### src/rtl/spi_bus_master_if.sv
// spi_bus_master_if: 68000 bus-side and SPI pin bundle for spi_bus_master.
// The slave modport is the SPI block (a bus target); the master modport is
// whatever drives the CPU bus side and watches the SPI pins.
interface spi_bus_master_if;
  logic       spi_sel;
  logic       cpu_as;
  logic       uds;
  logic       lds;
  logic       rw;
  logic [1:0] address;
  logic [7:0] data_in;
  logic [7:0] data_out;
  logic       data_oe;
  logic       spi_dtack;
  logic       spi_cs;
  logic       spi_sck;
  logic       spi_mosi;
  logic       spi_miso;

  modport slave (
    input  spi_sel, cpu_as, uds, lds, rw, address, data_in, spi_miso,
    output data_out, data_oe, spi_dtack, spi_cs, spi_sck, spi_mosi
  );

  modport master (
    output spi_sel, cpu_as, uds, lds, rw, address, data_in, spi_miso,
    input  data_out, data_oe, spi_dtack, spi_cs, spi_sck, spi_mosi
  );
endinterface

### src/rtl/spi_bus_master.sv
// spi_bus_master: 68000-bus target that shifts a byte out on an SPI mode-0
// port (MSB first) while capturing the MISO byte. Writes to a busy DATA
// register are stretched with wait states rather than rejected.
// Optional feature macro: SPI_AUTO_CS_EN (CS driven low automatically for
// the duration of each transfer, ORed with the CTRL request bit).
module spi_bus_master #(
  parameter int CLK_DIV = 4
) (
  input logic             i_cpu_clk,
  input logic             i_reset_n,
  spi_bus_master_if.slave bus
);

  typedef enum logic {B_IDLE, B_ACK} busState_t;
  typedef enum logic [1:0] {S_IDLE, S_LEAD, S_TRAIL, S_DONE} shiftState_t;

  localparam logic [7:0] DIV_LAST = 8'(CLK_DIV - 1);

  busState_t   r_bState, w_bNext;
  shiftState_t r_sState, w_sNext;

  logic [7:0] r_tx;
  logic [7:0] r_rxShift;
  logic [7:0] r_rx;
  logic [7:0] r_dataOut;
  logic [7:0] r_div;
  logic [2:0] r_bitCnt;
  logic       r_sck;
  logic       r_mosi;
  logic       r_csReq;

  logic [7:0] w_readMux;
  logic       w_acc;
  logic       w_busy;
  logic       w_divEnd;
  logic       w_stall;
  logic       w_wrFire;
  logic       w_txLoad;
  logic       w_ctrlWr;
  logic       w_csActive;

  assign w_acc    = bus.spi_sel & ~bus.cpu_as & ~bus.uds;
  assign w_busy   = (r_sState != S_IDLE);
  assign w_divEnd = (r_div == DIV_LAST);
  // A DATA write may land on the DONE clock: the finished byte is retired and
  // the new one loaded on the same edge, so the stall lifts there.
  assign w_stall  = ~bus.rw & (bus.address == 2'd0) & w_busy & (r_sState != S_DONE);
  assign w_txLoad = w_wrFire & (bus.address == 2'd0);
  assign w_ctrlWr = w_wrFire & (bus.address == 2'd1);

`ifdef SPI_AUTO_CS_EN
  assign w_csActive = r_csReq | w_busy;
`else
  assign w_csActive = r_csReq;
`endif

  assign bus.data_oe   = w_acc & bus.rw;
  assign bus.data_out  = r_dataOut;
  assign bus.spi_dtack = (r_bState != B_ACK);
  assign bus.spi_cs    = ~w_csActive;
  assign bus.spi_sck   = r_sck;
  assign bus.spi_mosi  = r_mosi;

  // Register read multiplexer: rx byte, status word, or all-ones filler.
  always_comb begin
    w_readMux = 8'hFF;
    case (bus.address)
      2'd0:    w_readMux = r_rx;
      2'd1:    w_readMux = {6'd0, w_busy, w_csActive};
      default: w_readMux = 8'hFF;
    endcase
  end

  // Bus handshake next state; the write strobe fires only on the acknowledge edge.
  always_comb begin
    w_bNext  = r_bState;
    w_wrFire = 1'b0;
    case (r_bState)
      B_IDLE: begin
        if (w_acc && !w_stall) begin
          w_bNext  = B_ACK;
          w_wrFire = ~bus.rw;
        end
      end
      B_ACK: begin
        if (bus.cpu_as) begin
          w_bNext = B_IDLE;
        end
      end
      default: w_bNext = B_IDLE;
    endcase
  end

  // Shift sequencer next state: alternating SCK-low and SCK-high halves per bit.
  always_comb begin
    w_sNext = r_sState;
    case (r_sState)
      S_IDLE:  if (w_txLoad) w_sNext = S_LEAD;
      S_LEAD:  if (w_divEnd) w_sNext = S_TRAIL;
      S_TRAIL: if (w_divEnd) w_sNext = (r_bitCnt == 3'd0) ? S_DONE : S_LEAD;
      S_DONE:  w_sNext = w_txLoad ? S_LEAD : S_IDLE;
      default: w_sNext = S_IDLE;
    endcase
  end

  // State registers for both FSMs.
  always_ff @(posedge i_cpu_clk or negedge i_reset_n) begin
    if (!i_reset_n) begin
      r_bState <= B_IDLE;
      r_sState <= S_IDLE;
    end else begin
      r_bState <= w_bNext;
      r_sState <= w_sNext;
    end
  end

  // Datapath: divider, SCK/MOSI generation, MISO capture, CTRL and read latch.
  always_ff @(posedge i_cpu_clk or negedge i_reset_n) begin
    if (!i_reset_n) begin
      r_tx      <= 8'h00;
      r_rxShift <= 8'h00;
      r_rx      <= 8'h00;
      r_dataOut <= 8'h00;
      r_div     <= 8'h00;
      r_bitCnt  <= 3'd0;
      r_sck     <= 1'b0;
      r_mosi    <= 1'b0;
      r_csReq   <= 1'b0;
    end else begin
      if (w_txLoad) begin
        r_tx     <= bus.data_in;
        r_mosi   <= bus.data_in[7];
        r_bitCnt <= 3'd7;
        r_div    <= 8'h00;
      end else begin
        case (r_sState)
          S_LEAD: begin
            if (w_divEnd) begin
              r_sck     <= 1'b1;
              r_rxShift <= {r_rxShift[6:0], bus.spi_miso};
              r_div     <= 8'h00;
            end else begin
              r_div <= r_div + 8'd1;
            end
          end
          S_TRAIL: begin
            if (w_divEnd) begin
              r_sck <= 1'b0;
              r_div <= 8'h00;
              if (r_bitCnt != 3'd0) begin
                r_bitCnt <= r_bitCnt - 3'd1;
                r_tx     <= {r_tx[6:0], 1'b0};
                r_mosi   <= r_tx[6];
              end
            end else begin
              r_div <= r_div + 8'd1;
            end
          end
          default: ;
        endcase
      end
      if (r_sState == S_DONE) begin
        r_rx <= r_rxShift;
      end
      if (w_ctrlWr) begin
        r_csReq <= bus.data_in[0];
      end
      if ((r_bState == B_IDLE) && w_acc) begin
        r_dataOut <= w_readMux;
      end
    end
  end

endmodule

### src/flat_wrapper.sv
// flat-port wrapper written by rule: the top's interface ports become plain ports
module spi_bus_master_flat 
#(
  parameter int CLK_DIV = 4
)
  (i_cpu_clk, i_reset_n, bus_spi_sel, bus_cpu_as, bus_uds, bus_lds, bus_rw, bus_address, bus_data_in, bus_spi_miso, bus_data_out, bus_data_oe, bus_spi_dtack, bus_spi_cs, bus_spi_sck, bus_spi_mosi);
  spi_bus_master_if bus_i ();
  input logic i_cpu_clk;
  input logic i_reset_n;
  input wire logic [$bits(bus_i.spi_sel)-1:0] bus_spi_sel;
  input wire logic [$bits(bus_i.cpu_as)-1:0] bus_cpu_as;
  input wire logic [$bits(bus_i.uds)-1:0] bus_uds;
  input wire logic [$bits(bus_i.lds)-1:0] bus_lds;
  input wire logic [$bits(bus_i.rw)-1:0] bus_rw;
  input wire logic [$bits(bus_i.address)-1:0] bus_address;
  input wire logic [$bits(bus_i.data_in)-1:0] bus_data_in;
  input wire logic [$bits(bus_i.spi_miso)-1:0] bus_spi_miso;
  output wire logic [$bits(bus_i.data_out)-1:0] bus_data_out;
  output wire logic [$bits(bus_i.data_oe)-1:0] bus_data_oe;
  output wire logic [$bits(bus_i.spi_dtack)-1:0] bus_spi_dtack;
  output wire logic [$bits(bus_i.spi_cs)-1:0] bus_spi_cs;
  output wire logic [$bits(bus_i.spi_sck)-1:0] bus_spi_sck;
  output wire logic [$bits(bus_i.spi_mosi)-1:0] bus_spi_mosi;
  assign bus_i.spi_sel = bus_spi_sel;
  assign bus_i.cpu_as = bus_cpu_as;
  assign bus_i.uds = bus_uds;
  assign bus_i.lds = bus_lds;
  assign bus_i.rw = bus_rw;
  assign bus_i.address = bus_address;
  assign bus_i.data_in = bus_data_in;
  assign bus_i.spi_miso = bus_spi_miso;
  assign bus_data_out = bus_i.data_out;
  assign bus_data_oe = bus_i.data_oe;
  assign bus_spi_dtack = bus_i.spi_dtack;
  assign bus_spi_cs = bus_i.spi_cs;
  assign bus_spi_sck = bus_i.spi_sck;
  assign bus_spi_mosi = bus_i.spi_mosi;
  spi_bus_master #(.CLK_DIV(CLK_DIV)) u_core (.i_cpu_clk(i_cpu_clk), .i_reset_n(i_reset_n), .bus(bus_i));
endmodule
### config.mk
export PLATFORM = sky130hd
export DESIGN_NAME = spi_bus_master_flat
export DESIGN_NICKNAME = d
export VERILOG_FILES = /design/src/rtl/spi_bus_master_if.sv /design/src/rtl/spi_bus_master.sv /design/src/flat_wrapper.sv
export SDC_FILE = /design/constraint.sdc
export NUM_CORES = 1
export LEC_CHECK = 0
export CAP_MARGIN = 30
export CORE_MARGIN = 3
export CORE_UTILIZATION = 49
export DETAILED_ROUTE_END_ITERATION = 8
export PLACE_DENSITY = 0.77
export SLEW_MARGIN = 20
export SYNTH_ARGS = -nofsm -noshare
export SYNTH_HDL_FRONTEND = slang
export SYNTH_SLANG_ARGS = --single-unit
### constraint.sdc
create_clock -name i_cpu_clk -period 2.25 [get_ports i_cpu_clk]
set_input_delay 0.225 -clock i_cpu_clk [delete_from_list [all_inputs] [get_ports i_cpu_clk]]
set_output_delay 0.225 -clock i_cpu_clk [all_outputs]
set_load 0.03 [all_outputs]
==> results of run 1 <==
[cell usage in the layout, fill, tap and decap left out, drive strengths merged, types with 2 or more instances in the layout]
cell	n
nand3	4
inv	9
nand2	24
a21oi	14
nor3	5
buf	17
dfrtp	48
or3	5
nor4b	2
ha	7
nor2	10
o21ai	17
and3	3
clkdlybuf4s50	28
nand4	3
clkbuf	7
mux2	17
mux2i	10
o22ai	2
xor2	3
[stage by stage]
| step | cells | power, mW |
|---|---|---|
| after floorplan | 207 | 1.96 |
| after global placement | 294 | 2.31 |
| after detailed placement | 294 | 2.34 |
| after CTS | 303 | 3.02 |
| after global routing | 303 | 3.22 |
| final | 303 | 3.00 |
[how the worst max path moves through the flow]
stage / to / slack, ns
after global routing: bus_data_oe / 0.13
after CTS: u_core.r_rxShift[7] / 0.21
final: u_core.r_rxShift[7] / 0.21
after detailed placement: u_core.r_rxShift[7] / -0.04
after global placement: u_core.r_rxShift[0] / -0.009
after floorplan: u_core.r_rxShift[0] / 0.08
[kinds of logic after synthesis]
logic type | synth area share
AO/OA/AOI/OAI | 0.0969
XOR/XNOR | 0.0154
adder cells (fa/ha/maj) | 0.0385
buffers and inverters | 0.0385
flip-flops | 0.529
multiplexers | 0.142
AND/OR/NAND/NOR | 0.140
[power by group through the flow]
stage	logic (mW)	clock network [mW]	registers, mW
2_1_floorplan	0.609	0	1.35
3_3_place_gp	1.02	0	1.28
3_5_place_dp	1.05	0	1.30
4_1_cts	1.06	0.683	1.28
5_1_grt	1.18	0.723	1.32
6_report	1.05	0.666	1.28
[worst register-to-register path: cells and delay by family, from the launching register on]
| kind | cells | cell delay, ns |
|---|---|---|
| flops | 1 | 0.41 |
| simple gates | 3 | 1.21 |
| mux | 1 | 0.31 |
[area by class of cell]
class	count	share of cell area
Sequential cell	48	0.421
Multi-Input combinational cell	140	0.346
Timing Repair Buffer	46	0.154
Clock buffer	7	0.0337
Tap cell	52	0.0228
Clock inverter	1	0.0105
Inverter	9	0.0118
[per-layer routing]
layer | vias up | share of wire
met3 | 6 | 0.034
met1 | 816 | 0.46
met4 | 0 | 0.017
met2 | 23 | 0.49
met5 | - | 0
li1 | 811 | -
[flip-flops by register name, indices dropped and copies added, names as in the netlist]
name	cells
u_core.bus.spi_mosi	1
u_core.r_rx	8
u_core.r_csReq	1
u_core.bus.spi_sck	1
u_core.r_tx	7
u_core.bus.data_out	8
u_core.r_rxShift	8
u_core.r_bState	1
u_core.r_div	8
u_core.r_sState	2
u_core.r_bitCnt	3
[what timing repair did]
action	4_1_cts	5_1_grt
resized for setup	0	0
endpoints found under the hold margin	25	0
hold buffers	1	0
==> metrics, run 1 <==
clk root buf=clkbuf_8; part of the power in registers=0.427; count of final max-slew check failures=0; P&R area growth vs syn=25.7%; pre-CTS WS=-0.0441 ns; gr ovfl total=0; routed via count=1656; GR Util met3=0.0405; sum of buffers and inverters on the critical path=0; Combinational Power Share=0.351; Worst Hold Class=input port to asynchronous set/reset pin; crit start category=flop; max incr delay on CP=0.52 ns; minimum clock period=2.04 ns; RD Place Congestion=0.794; Chip Width=74.1 um; initial antenna violation count=0; Clock transition at path regs=0.08 ns; post-route cell area=2860 sq um; CTS max path bufs=2; CORE AREA=4410 sq um; number of global-route vias before repair=1599; DRC=0; Setup TNS Final=0 ns; # IOs=31; CTS sink cnt=48; internal power=2.00 mW; sw frac=0.332; synthesized area=2270 sq um; outcome=finished, final reports clean; Initial Util=0.515; worst-case vdd ir drop=0.000548 V; syn nets=232; synth top area cells=dfrtp_1, mux2_4, mux2_2; worst-path cell chain=or4b_1 > or3_1 > and3_4 > mux2_4; FP Rows=24; Critical Path Source=u_core.r_bState; Post-synth EDFFs=0; DP Area=2720 sq um; r2r endpoint=u_core.r_rxShift[7]; Setup Crit Path Kind=flop to flop; GRT Util Overall=0.182; Post-synth top cells=dfrtp_1, nand2_1, o21ai_0, a21oi_1; Vias per Instance=5.47; htree depth=2; maximum clock rate=491 MHz; most frequent cell after synthesis=dfrtp_1; share of layout cells above drive strength 1=0.175; # Max-Cap Violations=0; die area=5490 sq um; WP data required=2.44 ns; largest area contributor in the netlist=dfrtp_1; DR iter-0 viols=107; # nets final=275; post-synthesis instance total=207; worst setup margin=0.212 ns; worst-path fanout max=8; Netlist cell types=36; Sequential Area=1200 sq um; Worst path depth=4; multi-input logic area=988 sq um; Synth Flop Type=dfrtp_1; grt met2 use=0.299; Synth async-reset ratio=1.00; YS warnings=0; Worst path slowest cell=or4b_1; clk_skew=0.00462 ns; Seq/Total Area, Yosys=0.529; GRT busiest layer=met2; wire per inst=14.5 um; met1 usage=0.234; antenna cells=0; CTS buffer count=5; final setup fails=0; largest net degree at the start of global routing=27; WHS=0.458 ns; Die Y-Extent=74.1 um; R2R setup slack=0.21 ns; Worst-Skew Late Latency=0.30 ns; Final Util=0.647; Psw=0.996 mW; final hold vios=0; Synth Register Bits=48; Rel. slew slack=0.605; final WL=4.39 mm; first-pass GRT wire length=7.51 mm; Setup Fix Bufs, Post-CTS=0; detailed placer's ending HPWL=3.19 mm; DRT Pass-1 Iters=4; Fillers=347; CP arrival=2.23 ns; Synth top area share=0.529; unrepaired setup endpoints after global routing=no; crit path capture type=flop; worst reg2reg path depth=4; Clock power frac=0.222; final period utilization=0.906; Port Buffers=29; family with the most delay on the worst path=simple AND/OR/NAND/NOR gates; remaining antenna violation count after routing=0; PwrDens=1050 nW/um^2; TritonCTS clock tree=built; Mean Syn Cell Area=11.0 sq um; Slew @ Worst Pin=0.592 ns; FF-to-FF Start=u_core.r_bState; Leak=1.33 nW
Note: power is estimated with default switching activity, not from simulation.
==> inputs of run 2 (changes only) <==
--- a/config.mk
+++ b/config.mk
@@ -6,7 +6,7 @@
 export NUM_CORES = 1
 export LEC_CHECK = 0
 export CAP_MARGIN = 30
-export CORE_MARGIN = 3
+export CORE_MARGIN = 2
 export CORE_UTILIZATION = 49
 export DETAILED_ROUTE_END_ITERATION = 8
 export PLACE_DENSITY = 0.77
==> run 2 against run 1 <==
Worst setup slack got worse by 0.013 ns; power fell by 5.5%; final cell count did not move; sequential cell count did not move; worst hold slack improved by 0.0049 ns; critical path type unchanged; largest cell class unchanged.
==> metrics, run 2 (synthesis results as in run 1) <==
maximum clock rate=488 MHz; final hold vios=0; CP arrival=2.25 ns; minimum clock period=2.05 ns; WHS=0.463 ns; Setup Fix Bufs, Post-CTS=0; number of global-route vias before repair=1604; unrepaired setup endpoints after global routing=no; crit start category=flop; largest net degree at the start of global routing=30; first-pass GRT wire length=7.61 mm; htree depth=2; Clock transition at path regs=0.09 ns; TritonCTS clock tree=built; FP Rows=24; hold path startpoint=bus_data_in[7]; FF-to-FF Start=u_core.r_sState[0]; crit path capture type=flop; share of layout cells above drive strength 1=0.175; post-CTS resize count=0; wire per inst=14.3 um; # nets final=275; commonest non-fill, non-tap cells in the layout=dfrtp_1, clkdlybuf4s50_1, nand2_1, o21ai_0, buf_4; P&R area growth vs syn=23.4%; clk root buf=clkbuf_8; DR iter-0 viols=74; CTS max path bufs=2; antenna cells=0; die area=5200 sq um; RD Place Congestion=0.818; clk_skew=0.0124 ns; Setup TNS Final=0 ns; final WL=4.34 mm; Chip Width=72.1 um; WP data required=2.45 ns; gr ovfl total=0; DP Area=2710 sq um; worst hold stages=3; initial antenna violation count=0; PwrDens=1010 nW/um^2; Port Buffers=29; Vias per Instance=5.48; final period utilization=0.912; r2r endpoint=u_core.r_rxShift[2]; routed via count=1660; Worst Hold Class=input port to flop; CTS buffer count=5; CORE AREA=4410 sq um; Die Y-Extent=72.1 um; Worst-Skew Late Latency=0.31 ns; Leak=1.31 nW; # Max-Cap Violations=0; DRC=0; R2R setup slack=0.20 ns; Rel. slew slack=0.570; worst-path fanout max=8; GRT Util Overall=0.189; final setup fails=0; worst-case vdd ir drop=0.000521 V; post-route cell area=2800 sq um; detailed placer's ending HPWL=3.06 mm; DRT Pass-1 Iters=4; count of final max-slew check failures=0; Setup Crit Path Kind=flop to flop; # IOs=31; remaining antenna violation count after routing=0; CTS sink cnt=48; pre-CTS WS=-0.0307 ns; worst setup margin=0.199 ns; outcome=finished, final reports clean; Initial Util=0.515; Slew @ Worst Pin=0.645 ns; worst reg2reg path depth=6; leading cell type in the layout, fill and taps excluded=dfrtp_1; Worst Hold End=u_core.bus.spi_mosi
==> run 2: repair_timing <==
action,CTS,global route
hold endpoints to repair,27,0
hold buffers,1,0
setup endpoints to repair,0,0
==> run 2: critical path, stage by stage, from the launching register on <==
cell and delay, ns:
dfrtp_1 0.44, inv_1 0.15, ha_1 0.31, nor2_1 0.11
or3_1 0.38, and3_4 0.25, mux2_4 0.31
==> run 2: per-layer routing <==
metal / part of all wire / up-vias / wire, um / global-route usage
met5: 0 / - / 0 / 0
met4: 0.017 / 0 / 74 / 0.0692
met3: 0.027 / 9 / 117 / 0.0375
met2: 0.47 / 25 / 2060 / 0.296
met1: 0.48 / 807 / 2090 / 0.264
li1: - / 819 / - / -
==> run 2: per-stage QoR <==
stage / power, mW / util / std cells
3_5_place_dp: 2.32 / 0.613 / 294
5_1_grt: 3.04 / 0.635 / 303
4_1_cts: 2.85 / 0.635 / 303
2_1_floorplan: 1.96 / - / 207
3_3_place_gp: 2.29 / 0.613 / 294
6_report: 2.83 / 0.635 / 303
==> run 2: cell type report <==
cell class                      count  area [sq um]
Tap cell                           52          65.1
Fill cell                         350          1610
Clock inverter                      3          18.8
Sequential cell                    48          1200
Timing Repair Buffer               46           428
Clock buffer                        5          68.8
Multi-Input combinational cell    140           988
Inverter                            9          33.8
==> run 2: worst max-delay path by stage <==
stage | endpoint | cells after the start | startpoint | slack, ns
after floorplan | u_core.r_rxShift[0] | 7 | u_core.r_bState | 0.08
after global placement | u_core.r_rxShift[2] | 5 | bus_cpu_as | -0.02
after detailed placement | u_core.r_rxShift[5] | 5 | bus_cpu_as | -0.03
after CTS | u_core.r_rxShift[5] | 6 | u_core.r_sState[0] | 0.21
after global routing | u_core.r_rxShift[0] | 6 | u_core.r_sState[0] | 0.1
final | u_core.r_rxShift[2] | 6 | u_core.r_sState[0] | 0.20
==> run 2: report_power, final <==
part / internal, mW / switching [mW] / total [mW]
Clock: 0.217 / 0.297 / 0.514
Combinational: 0.494 / 0.547 / 1.04
Sequential: 1.10 / 0.172 / 1.28
